==> src/rtl/de10boy_pkg.sv <==
// Shared constants, PPU mode encoding and shade palette for the de10boy video slice.
// The optional auto-scroll feature is enabled with the DE10BOY_SCROLL_EN macro.
package de10boy_pkg;

    // Game Boy PPU timing, in dots
    localparam int unsigned DOTS_PER_LINE = 456;
    localparam int unsigned LINES         = 154;
    localparam int unsigned OAM_DOTS      = 80;
    localparam int unsigned XFER_DOTS     = 172;
    localparam int unsigned VBLANK_LINE   = 144;
    localparam int unsigned FRAME_DOTS    = DOTS_PER_LINE * LINES;
    localparam int unsigned DOT_DIV       = 12;

    // 640x480 VGA timing, in pixels / lines
    localparam int unsigned H_VISIBLE    = 640;
    localparam int unsigned H_SYNC_START = 656;
    localparam int unsigned H_SYNC_END   = 752;
    localparam int unsigned H_TOTAL      = 800;
    localparam int unsigned V_VISIBLE    = 480;
    localparam int unsigned V_SYNC_START = 490;
    localparam int unsigned V_SYNC_END   = 492;
    localparam int unsigned V_TOTAL      = 525;

    // 160x144 game screen shown 2x scaled
    localparam int unsigned WIN_X0 = 160;
    localparam int unsigned WIN_Y0 = 96;
    localparam int unsigned WIN_W  = 320;
    localparam int unsigned WIN_H  = 288;

    typedef enum logic [1:0] {
        HBLANK = 2'd0,
        VBLANK = 2'd1,
        OAM    = 2'd2,
        XFER   = 2'd3
    } ppu_mode_t;

    // Shade 0 is lightest; entry n sits at bits [4n+3:4n]
    localparam logic [15:0] SHADE_COLOR = {4'h0, 4'h5, 4'hA, 4'hF};

    function automatic logic [3:0] shade_to_color(input logic [1:0] shade);
        return SHADE_COLOR[{shade, 2'b00} +: 4];
    endfunction

endpackage

==> src/rtl/gb_ppu_timing.sv <==
// Game Boy PPU dot/line/frame counters, mode decode and background coordinate decode.
// Scroll register auto-increment exists only when DE10BOY_SCROLL_EN is defined.
module gb_ppu_timing
    import de10boy_pkg::*;
(
    input  logic       Clk,
    input  logic       reset,
    input  logic       dot_en,
    input  logic       scroll_n,
    output logic [9:0] scrollX,
    output logic [9:0] scrollY
);

    logic [16:0] cycles;
    logic [8:0]  line_cycles;
    logic [7:0]  LY;
    logic [9:0]  x;
    logic [9:0]  y;
    logic [5:0]  bgTileX;
    logic [5:0]  bgTileY;
    logic [4:0]  tileX;
    logic [4:0]  tileY;
    ppu_mode_t   ppu_mode;
    logic [5:0]  render_state;

    logic       line_wrap;
    logic       frame_wrap;
    logic [8:0] xfer_dot;

    assign line_wrap  = (line_cycles == 9'(DOTS_PER_LINE - 1));
    assign frame_wrap = (cycles == 17'(FRAME_DOTS - 1));

    always_ff @(posedge Clk) begin
        if (reset) begin
            line_cycles <= '0;
            LY          <= '0;
            cycles      <= '0;
        end else if (dot_en) begin
            line_cycles <= line_wrap ? 9'd0 : line_cycles + 9'd1;
            if (line_wrap) begin
                LY <= (LY == 8'(LINES - 1)) ? 8'd0 : LY + 8'd1;
            end
            cycles <= frame_wrap ? 17'd0 : cycles + 17'd1;
        end
    end

    always_comb begin
        xfer_dot = line_cycles - 9'(OAM_DOTS);

        if (LY >= 8'(VBLANK_LINE)) begin
            ppu_mode = VBLANK;
        end else if (line_cycles < 9'(OAM_DOTS)) begin
            ppu_mode = OAM;
        end else if (line_cycles < 9'(OAM_DOTS + XFER_DOTS)) begin
            ppu_mode = XFER;
        end else begin
            ppu_mode = HBLANK;
        end

        y            = {2'b00, LY + scrollY[7:0]};
        x            = '0;
        render_state = '0;
        // Horizontal position only advances while pixels are being pushed out
        if (ppu_mode == XFER) begin
            x            = {2'b00, xfer_dot[7:0] + scrollX[7:0]};
            render_state = {3'b000, xfer_dot[2:0]};
        end

        bgTileX = {1'b0, x[7:3]};
        bgTileY = {1'b0, y[7:3]};
        tileX   = {2'b00, x[2:0]};
        tileY   = {2'b00, y[2:0]};
    end

    // Fetch-side decode has no consumer in this slice yet
    logic unused_ppu_decode;
    assign unused_ppu_decode = ^{xfer_dot[8], x[9:8], y[9:8], bgTileX, bgTileY,
                                 tileX, tileY, render_state};

`ifdef DE10BOY_SCROLL_EN
    always_ff @(posedge Clk) begin
        if (reset) begin
            scrollX <= '0;
        end else if (dot_en && frame_wrap && !scroll_n) begin
            scrollX <= {2'b00, scrollX[7:0] + 8'd1};
        end
    end
    assign scrollY = '0;
`else
    assign scrollX = '0;
    assign scrollY = '0;

    logic unused_scroll;
    assign unused_scroll = ^{frame_wrap, scroll_n};
`endif

endmodule

==> src/rtl/de10boy.sv <==
// DE10 top: clock-enable dividers, 640x480 VGA timing and a tile-checkerboard colour path
// driven by the PPU timing block. Build with DE10BOY_SCROLL_EN for KEY[1] auto-scroll.
module de10boy
    import de10boy_pkg::*;
(
    input  logic       Clk,
    input  logic       reset,
    input  logic [1:0] KEY,
    output logic       VGA_HS,
    output logic       VGA_VS,
    output logic [3:0] VGA_R,
    output logic [3:0] VGA_G,
    output logic [3:0] VGA_B
);

    logic       rst;
    logic [3:0] dot_div;
    logic       dot_en;
    logic       pix_div;
    logic       pix_en;
    logic [9:0] hcount;
    logic [9:0] vcount;
    logic [9:0] scrollX;
    logic [9:0] scrollY;

    assign rst    = reset | ~KEY[0];
    assign dot_en = (dot_div == 4'(DOT_DIV - 1));
    assign pix_en = pix_div;

    gb_ppu_timing ppu (
        .Clk      (Clk),
        .reset    (rst),
        .dot_en   (dot_en),
        .scroll_n (KEY[1]),
        .scrollX  (scrollX),
        .scrollY  (scrollY)
    );

    logic       h_wrap;
    logic       v_wrap;
    logic       h_sync;
    logic       v_sync;
    logic       in_vis;
    logic       in_win;
    logic [9:0] hx;
    logic [9:0] vy;
    logic [7:0] src_x;
    logic [7:0] src_y;
    logic [1:0] shade;
    logic [3:0] pix_color;

    always_comb begin
        h_wrap = (hcount == 10'(H_TOTAL - 1));
        v_wrap = (vcount == 10'(V_TOTAL - 1));
        h_sync = (hcount >= 10'(H_SYNC_START)) && (hcount < 10'(H_SYNC_END));
        v_sync = (vcount >= 10'(V_SYNC_START)) && (vcount < 10'(V_SYNC_END));
        in_vis = (hcount < 10'(H_VISIBLE)) && (vcount < 10'(V_VISIBLE));
        in_win = (hcount >= 10'(WIN_X0)) && (hcount < 10'(WIN_X0 + WIN_W)) &&
                 (vcount >= 10'(WIN_Y0)) && (vcount < 10'(WIN_Y0 + WIN_H));

        // 2x scaling: drop the low bit of the window-relative position
        hx    = hcount - 10'(WIN_X0);
        vy    = vcount - 10'(WIN_Y0);
        src_x = hx[8:1] + scrollX[7:0];
        src_y = vy[8:1] + scrollY[7:0];
        shade = src_x[4:3] + src_y[4:3];

        pix_color = (in_vis && in_win) ? shade_to_color(shade) : 4'h0;
    end

    always_ff @(posedge Clk) begin
        if (rst) begin
            dot_div <= '0;
            pix_div <= 1'b0;
            hcount  <= '0;
            vcount  <= '0;
            VGA_HS  <= 1'b1;
            VGA_VS  <= 1'b1;
            VGA_R   <= '0;
            VGA_G   <= '0;
            VGA_B   <= '0;
        end else begin
            dot_div <= dot_en ? 4'd0 : dot_div + 4'd1;
            pix_div <= ~pix_div;
            if (pix_en) begin
                if (h_wrap) begin
                    hcount <= '0;
                    vcount <= v_wrap ? 10'd0 : vcount + 10'd1;
                end else begin
                    hcount <= hcount + 10'd1;
                end
                VGA_HS <= ~h_sync;
                VGA_VS <= ~v_sync;
                VGA_R  <= pix_color;
                VGA_G  <= pix_color;
                VGA_B  <= pix_color;
            end
        end
    end

    logic unused_top;
    assign unused_top = ^{hx[9], hx[0], vy[9], vy[0], src_x[7:5], src_x[2:0],
                          src_y[7:5], src_y[2:0], scrollX[9:8], scrollY[9:8]};

endmodule

==> config.mk <==
export PLATFORM = sky130hd
export DESIGN_NAME = de10boy
export DESIGN_NICKNAME = d
export VERILOG_FILES = /design/src/rtl/de10boy_pkg.sv /design/src/rtl/gb_ppu_timing.sv /design/src/rtl/de10boy.sv
export SDC_FILE = /design/constraint.sdc
export NUM_CORES = 1
export LEC_CHECK = 0
export BUFFER_PORTS_ARGS = -buffer_cell sky130_fd_sc_hd__buf_2
export CELL_PAD_IN_SITES_DETAIL_PLACEMENT = 1
export CELL_PAD_IN_SITES_GLOBAL_PLACEMENT = 2
export CORE_ASPECT_RATIO = 0.9
export CORE_MARGIN = 2
export CORE_UTILIZATION = 30
export CTS_CLUSTER_DIAMETER = 100
export DETAILED_ROUTE_END_ITERATION = 6
export GPL_TIMING_DRIVEN = 0
export PLACE_DENSITY = 0.74
export SYNTH_ARGS = -nofsm -noshare
export SYNTH_HDL_FRONTEND = slang
export SYNTH_HIERARCHICAL = 1
export SYNTH_SLANG_ARGS = --single-unit
==> constraint.sdc <==
create_clock -name Clk -period 2 [get_ports Clk]
set_clock_uncertainty 0.15 [all_clocks]
set_input_delay 0.3 -clock Clk [delete_from_list [all_inputs] [get_ports Clk]]
set_output_delay 0.3 -clock Clk [all_outputs]
set_load 0.05 [all_outputs]
==> results.txt, run 1 <==
Hold Path Origin - reset
Setup crit end - vcount[7]$_SDFFE_PP0P_
CTS clk-pin slew, worst paths - 0.09 ns
Largest stage delay, worst path - 0.58 ns
count of pins over their slew limit - 0
area of the multi-input gates - 1050 um^2
# setup viols final - 0
Hold Path Class - input pin to flip-flop
dpl cells - 290
Max Freq - 0.514 GHz
Global Route Usage Sum - 14.9%
Final Cycle Share - 97.3%
CTS tree - yes
Reg2Reg Depth - 6
WP data arrival - 2.00 ns
WP data required - 2.06 ns
Reg2Reg Setup Slack - 0.05 ns
global placement routability congestion - 0.712
average size of a mapped cell - 8.42 um^2
Setup crit start kind - flip-flop
post-place instance area - 1860 um^2
Total Power - 0.880 mW
core area - 5320 um^2
Crit-path slowest cell - or4_4
Max-Cap Viols - 0
Filler cells - 673
Nets - 251
synthesis-to-layout area growth - 22.7%
fin crit period - 1.95 ns
Synth Cell Area - 1670 um^2
Synth Warn # - 6
Sequential Area - 513 um^2
Final ANT Viol Nets - 0
hold slack - 0.167 ns
setup tns final - 0 ns
GR Overflow Total - 0
Bufs and invs on worst path - 1
Levels on crit path - 6
CTS H-tree depth - 1
Initial DRT Pass Iterations - 4
dpl ws - -0.231 ns
Ant. Diodes - 0
CTS Buf Count - 3
Worst IR Drop VDD - 213 uV
Util after Layout - 38.5%
Die W - 82.6 um
Worst Path Max Fanout - 5
Post-Synthesis Cells - 198
DR WL/cell - 13.9 um
WS Path Type - flip-flop to flip-flop
power density cells - 430 nW/um^2
later-pin clock latency in the skew report - 0.27 ns
first-pass GRT wire length - 6890 um
number of antenna violations at the first check in global routing - 0
Setup crit end kind - flip-flop
IO Pins - 18
WL final - 4190 um
final hold violations - 0
die area - 6170 um^2
IO Port Bufs - 16
hold path depth - 3
die span in y - 74.7 um
status - completed
pin count of the biggest net entering global routing - 16
Row Count - 25
clk root buf - clkbuf_8
DP HPWL - 3060 um
clk buf depth - 2
Crit. Startpoint - hcount[1]$_SDFFE_PP0P_
clock sink total - 25
Initial Util - 31.3%
vias in the first global route - 1,367
drt first-iter violations - 51
Reg2Reg Capture Point - vcount[7]$_SDFFE_PP0P_
worst setup margin - 0.0539 ns
r2r startpoint - hcount[1]$_SDFFE_PP0P_
cell family with most CP delay - simple AND/OR/NAND/NOR gates
drt drc - 0
crit path cell chain - ha_2 -> and4_1 -> buf_6 -> nand4_4 -> or4_4 -> a21oi_2
Leak Pwr - 0.834 nW
detailed-route vias per instance - 4.93
fraction of layout cells with a size suffix above 1 - 28.2%
routed vias - 1,484
post-route cell area - 2050 um^2
fin cells - 301
[routing by layer]
metal / GRT usage (%) / wire length [um] / vias up
met5: 0 / 0 / -
met3: 1.80 / 159 / 4
met1: 21.8 / 2130 / 703
met4: 5.10 / 43 / 0
met2: 22.7 / 1860 / 30
li1: - / - / 747
[report_power, final]
group          leakage, nW  switching [mW]  internal [mW]
Sequential           0.205         0.00157          0.496
Clock               0.0217           0.167          0.141
Combinational        0.607          0.0363         0.0378
Total                0.834           0.205          0.675
[cells in the final DEF, fill, tap and decap left out, types with 4 or more instances in the layout]
| cell | count |
|---|---|
| xnor2_1 | 9 |
| ha_1 | 9 |
| dfxtp_1 | 21 |
| buf_4 | 27 |
| nor3_1 | 9 |
| xor2_1 | 4 |
| a21oi_1 | 11 |
| nand4_1 | 4 |
| buf_2 | 16 |
| conb_1 | 10 |
| inv_1 | 7 |
| or4_1 | 4 |
| nand2_1 | 14 |
| o31ai_1 | 5 |
| nor2_1 | 19 |
| nand3_1 | 14 |
[worst min-delay path, stage by stage]
cell     delay (ns)
buf_2          0.08
nor2b_1        0.09
nand3_1        0.08
[timing repair]
item                       in CTS  in global routing
setup endpoints to repair      16                 10
resized for setup              11                 13
setup buffers                   0                  7
pin swaps                       2                  5
hold buffers                    0                  0
cloned                          1                  0
[registers in the layout (all words and copies together), names as in the netlist]
name,flops
VGA_B,2
VGA_HS,1
VGA_VS,1
hcount,10
pix_div,1
vcount,10
[how the worst min path moves through the flow]
| stage | to | slack, ns |
|---|---|---|
| detailed placement | VGA_HS$_SDFFE_PP1P_ | 0.34 |
| global route | VGA_VS$_SDFFE_PP1P_ | 0.17 |
| CTS | VGA_VS$_SDFFE_PP1P_ | 0.15 |
| finish | VGA_VS$_SDFFE_PP1P_ | 0.17 |
| floorplan | VGA_VS$_SDFFE_PP1P_ | 0.29 |
| global placement | vcount[8]$_SDFFE_PP0P_ | 0.33 |
[cell type report]
| cell class | count | share of cell area [%] |
|---|---|---|
| Buffer | 25 | 9.11 |
| Inverter | 8 | 1.47 |
| Multi-Input combinational cell | 149 | 51.4 |
| Clock inverter | 1 | 0.367 |
| Sequential cell | 25 | 25.1 |
| Timing Repair Buffer | 23 | 6.48 |
| Clock buffer | 3 | 2.02 |
| Tap cell | 67 | 4.10 |
Power figures use the tool's default switching activity.
==> run 2: changes to the inputs <==
--- a/config.mk
+++ b/config.mk
@@ -14,7 +14,7 @@
 export CTS_CLUSTER_DIAMETER = 100
 export DETAILED_ROUTE_END_ITERATION = 6
 export GPL_TIMING_DRIVEN = 0
-export PLACE_DENSITY = 0.74
+export PLACE_DENSITY_LB_ADDON = 0.1
 export SYNTH_ARGS = -nofsm -noshare
 export SYNTH_HDL_FRONTEND = slang
 export SYNTH_HIERARCHICAL = 1
==> results.txt, run 2 (synthesized netlist as in run 1, its figures left out) <==
WP data arrival - 2.01 ns (about the same)
Crit-path slowest cell - or4b_4
vias in the first global route - 1,492 (+9.1%)
Initial DRT Pass Iterations - 4 (unchanged)
Largest stage delay, worst path - 0.57 ns (about the same)
number of antenna violations at the first check in global routing - 0 (unchanged)
WL final - 4470 um (+6.7%)
detailed-route vias per instance - 4.95 (+0.47%)
Setup crit end kind - flip-flop
global placement routability congestion - 0.768 (+7.8%)
Hold Path Class - input pin to flip-flop
synthesis-to-layout area growth - 21.8%
core area - 5320 um^2 (unchanged)
Final ANT Viol Nets - 0 (unchanged)
setup tns final - 0 ns (unchanged)
CTS clk-pin slew, worst paths - 0.10 ns (about the same)
DR WL/cell - 14.9 um (+7.0%)
die span in y - 74.7 um (unchanged)
clk buf depth - 2 (unchanged)
fin crit period - 1.95 ns (-0.00106 ns)
combinational share of power - 8.4% (about the same)
Sequential Area - 512 um^2 (-0.24%)
final hold violations - 0 (unchanged)
Setup crit start kind - flip-flop
Psw - 0.213 mW (+3.9%)
clk root buf - clkbuf_8
Max-Cap Viols - 0 (unchanged)
later-pin clock latency in the skew report - 0.28 ns (about the same)
WP data required - 2.07 ns (about the same)
Largest regs - hcount (10), vcount (10), VGA_B (2)
CTS Buf Count - 3 (unchanged)
sequential share of power - 55.9% (-0.7 points)
WS Path Type - flip-flop to flip-flop
Pint - 0.678 mW (+0.34%)
r2r startpoint - hcount[6]$_SDFFE_PP0P_
Die W - 82.6 um (unchanged)
Reg2Reg Capture Point - vcount[9]$_SDFFE_PP0P_
cell family with most CP delay - simple AND/OR/NAND/NOR gates
fraction of layout cells with a size suffix above 1 - 26.6% (-1.6 points)
Reg2Reg Setup Slack - 0.05 ns (about the same)
Reg2Reg Depth - 5 (-1)
crit path cell chain - nor4b_4 -> buf_4 -> nand4_4 -> or4b_4 -> a21oi_2
switching share of total power - 23.9% (+0.63 points)
most frequent cells in the layout - buf_4 (25), dfxtp_1 (22), nor2_1 (19)
Final Cycle Share - 97.3% (about the same)
dpl cells - 290 (unchanged)
CTS tree - yes
Max Freq - 0.514 GHz (about the same)
Worst IR Drop VDD - 181 uV (-15%)
IO Port Bufs - 16 (unchanged)
most common cell after layout, fill and taps aside - buf_4
area of the multi-input gates - 1050 um^2 (-0.48%)
DP HPWL - 3260 um (+6.6%)
Bufs and invs on worst path - 1 (unchanged)
first-pass GRT wire length - 7220 um (+4.7%)
die area - 6170 um^2 (unchanged)
Worst Path Max Fanout - 7 (+2)
CTS H-tree depth - 1 (unchanged)
Filler cells - 643 (-4.5%)
hold buffers post-CTS - 0 (unchanged)
IO Pins - 18 (unchanged)
# setup viols final - 0 (unchanged)
WHS Endpoint - VGA_VS$_SDFFE_PP1P_
Row Count - 25 (unchanged)
drt drc - 0 (unchanged)
Initial Util - 31.3% (unchanged)
fin cells - 300 (-0.33%)
Global Route Usage Sum - 15.5% (+0.62 points)
Leak Pwr - 0.834 nW (about the same)
pin count of the biggest net entering global routing - 14 (-2)
drt first-iter violations - 40 (-22%)
routed vias - 1,486 (+0.13%)
status - completed
GR Overflow Total - 0 (unchanged)
hold path depth - 3 (unchanged)
Hold Path Origin - reset
power density cells - 439 nW/um^2 (+1.9%)
clock sink total - 25 (unchanged)
Ant. Diodes - 0 (unchanged)
Clk pwr share - 35.7% (+0.7 points)
Nets - 250 (-0.40%)
count of pins over their slew limit - 0 (unchanged)
-- run 2: cell count changes in the layout (fill, tap and decap cells not counted) --
cell / before / now
dfxtp_2: 1 / 0
xnor2_1: 9 / 8
xnor2_2: 0 / 1
dfxtp_1: 21 / 22
buf_4: 27 / 25
ha_4: 2 / 1
buf_6: 2 / 3
clkbuf_1: 1 / 3
clkbuf_2: 2 / 1
clkinvlp_4: 1 / 0
ha_1: 9 / 10
-- run 2: through the flow --
| stage | hold WS [ns] | cell area, um^2 | worst slack (ns) | util (%) | power [mW] |
|---|---|---|---|---|---|
| floorplan | 0.287 | 1700 | 0.0615 | - | 0.572 |
| global placement | 0.324 | 1860 | -0.153 | 35.1 | 0.584 |
| detailed placement | 0.338 | 1860 | -0.211 | 35.1 | 0.585 |
| CTS | 0.154 | 1940 | 0.00341 | 36.5 | 0.894 |
| global route | 0.168 | 2030 | -0.0624 | 38.2 | 0.937 |
| finish | 0.161 | 2030 | 0.0549 | 38.2 | 0.891 |
-- run 2: worst max-delay path by stage --
stage / from / to / slack, ns / cells after the start
6_report: hcount[6]$_SDFFE_PP0P_ / vcount[9]$_SDFFE_PP0P_ / 0.05 / 5
3_3_place_gp: hcount[1]$_SDFFE_PP0P_ / vcount[2]$_SDFFE_PP0P_ / -0.15 / 6
5_1_grt: pix_div$_SDFF_PP0_ / VGA_B[2]$_SDFFE_PP0P_ / -0.06 / 5
2_1_floorplan: vcount[4]$_SDFFE_PP0P_ / VGA_B[1]$_SDFFE_PP0P_ / 0.06 / 7
4_1_cts: hcount[0]$_SDFFE_PP0P_ / vcount[7]$_SDFFE_PP0P_ / 0.003 / 6
3_5_place_dp: hcount[1]$_SDFFE_PP0P_ / vcount[9]$_SDFFE_PP0P_ / -0.21 / 6
-- run 2: tightest hold or removal path: stages --
cell and delay, ns:
buf_2 0.08, nor2b_1 0.08, nand3_1 0.09
-- run 2: power by group through the flow --
stage	Combinational (mW)	Sequential, mW	Clock [mW]
after floorplan	0.0569	0.515	0
after global placement	0.0705	0.514	0
after detailed placement	0.0712	0.514	0
after CTS	0.0678	0.501	0.325
after global routing	0.0839	0.498	0.355
final	0.0748	0.498	0.318
-- run 2: final cells by class --
class,count,area share [%]
inverters,8,1.48
well taps,67,4.13
plain buffers,26,9.67
multi-input cells,149,51.5
clock buffers,4,2.22
flip-flops and latches,25,25.2
repair buffers,21,5.79
-- run 2: routing by layer --
layer / GRT usage [%] / share of wire (%) / up-vias
met5: 0 / 0 / -
met4: 5.28 / 1.2 / 0
met3: 1.92 / 3.0 / 5
met2: 26.5 / 48 / 31
met1: 20.3 / 48 / 707
li1: - / - / 743
-- run 2: what timing repair did --
item,CTS,global route
cloned,1,0
gates resized for setup,9,12
buffers inserted,0,5
setup endpoints to repair,16,10
pin swaps,1,4
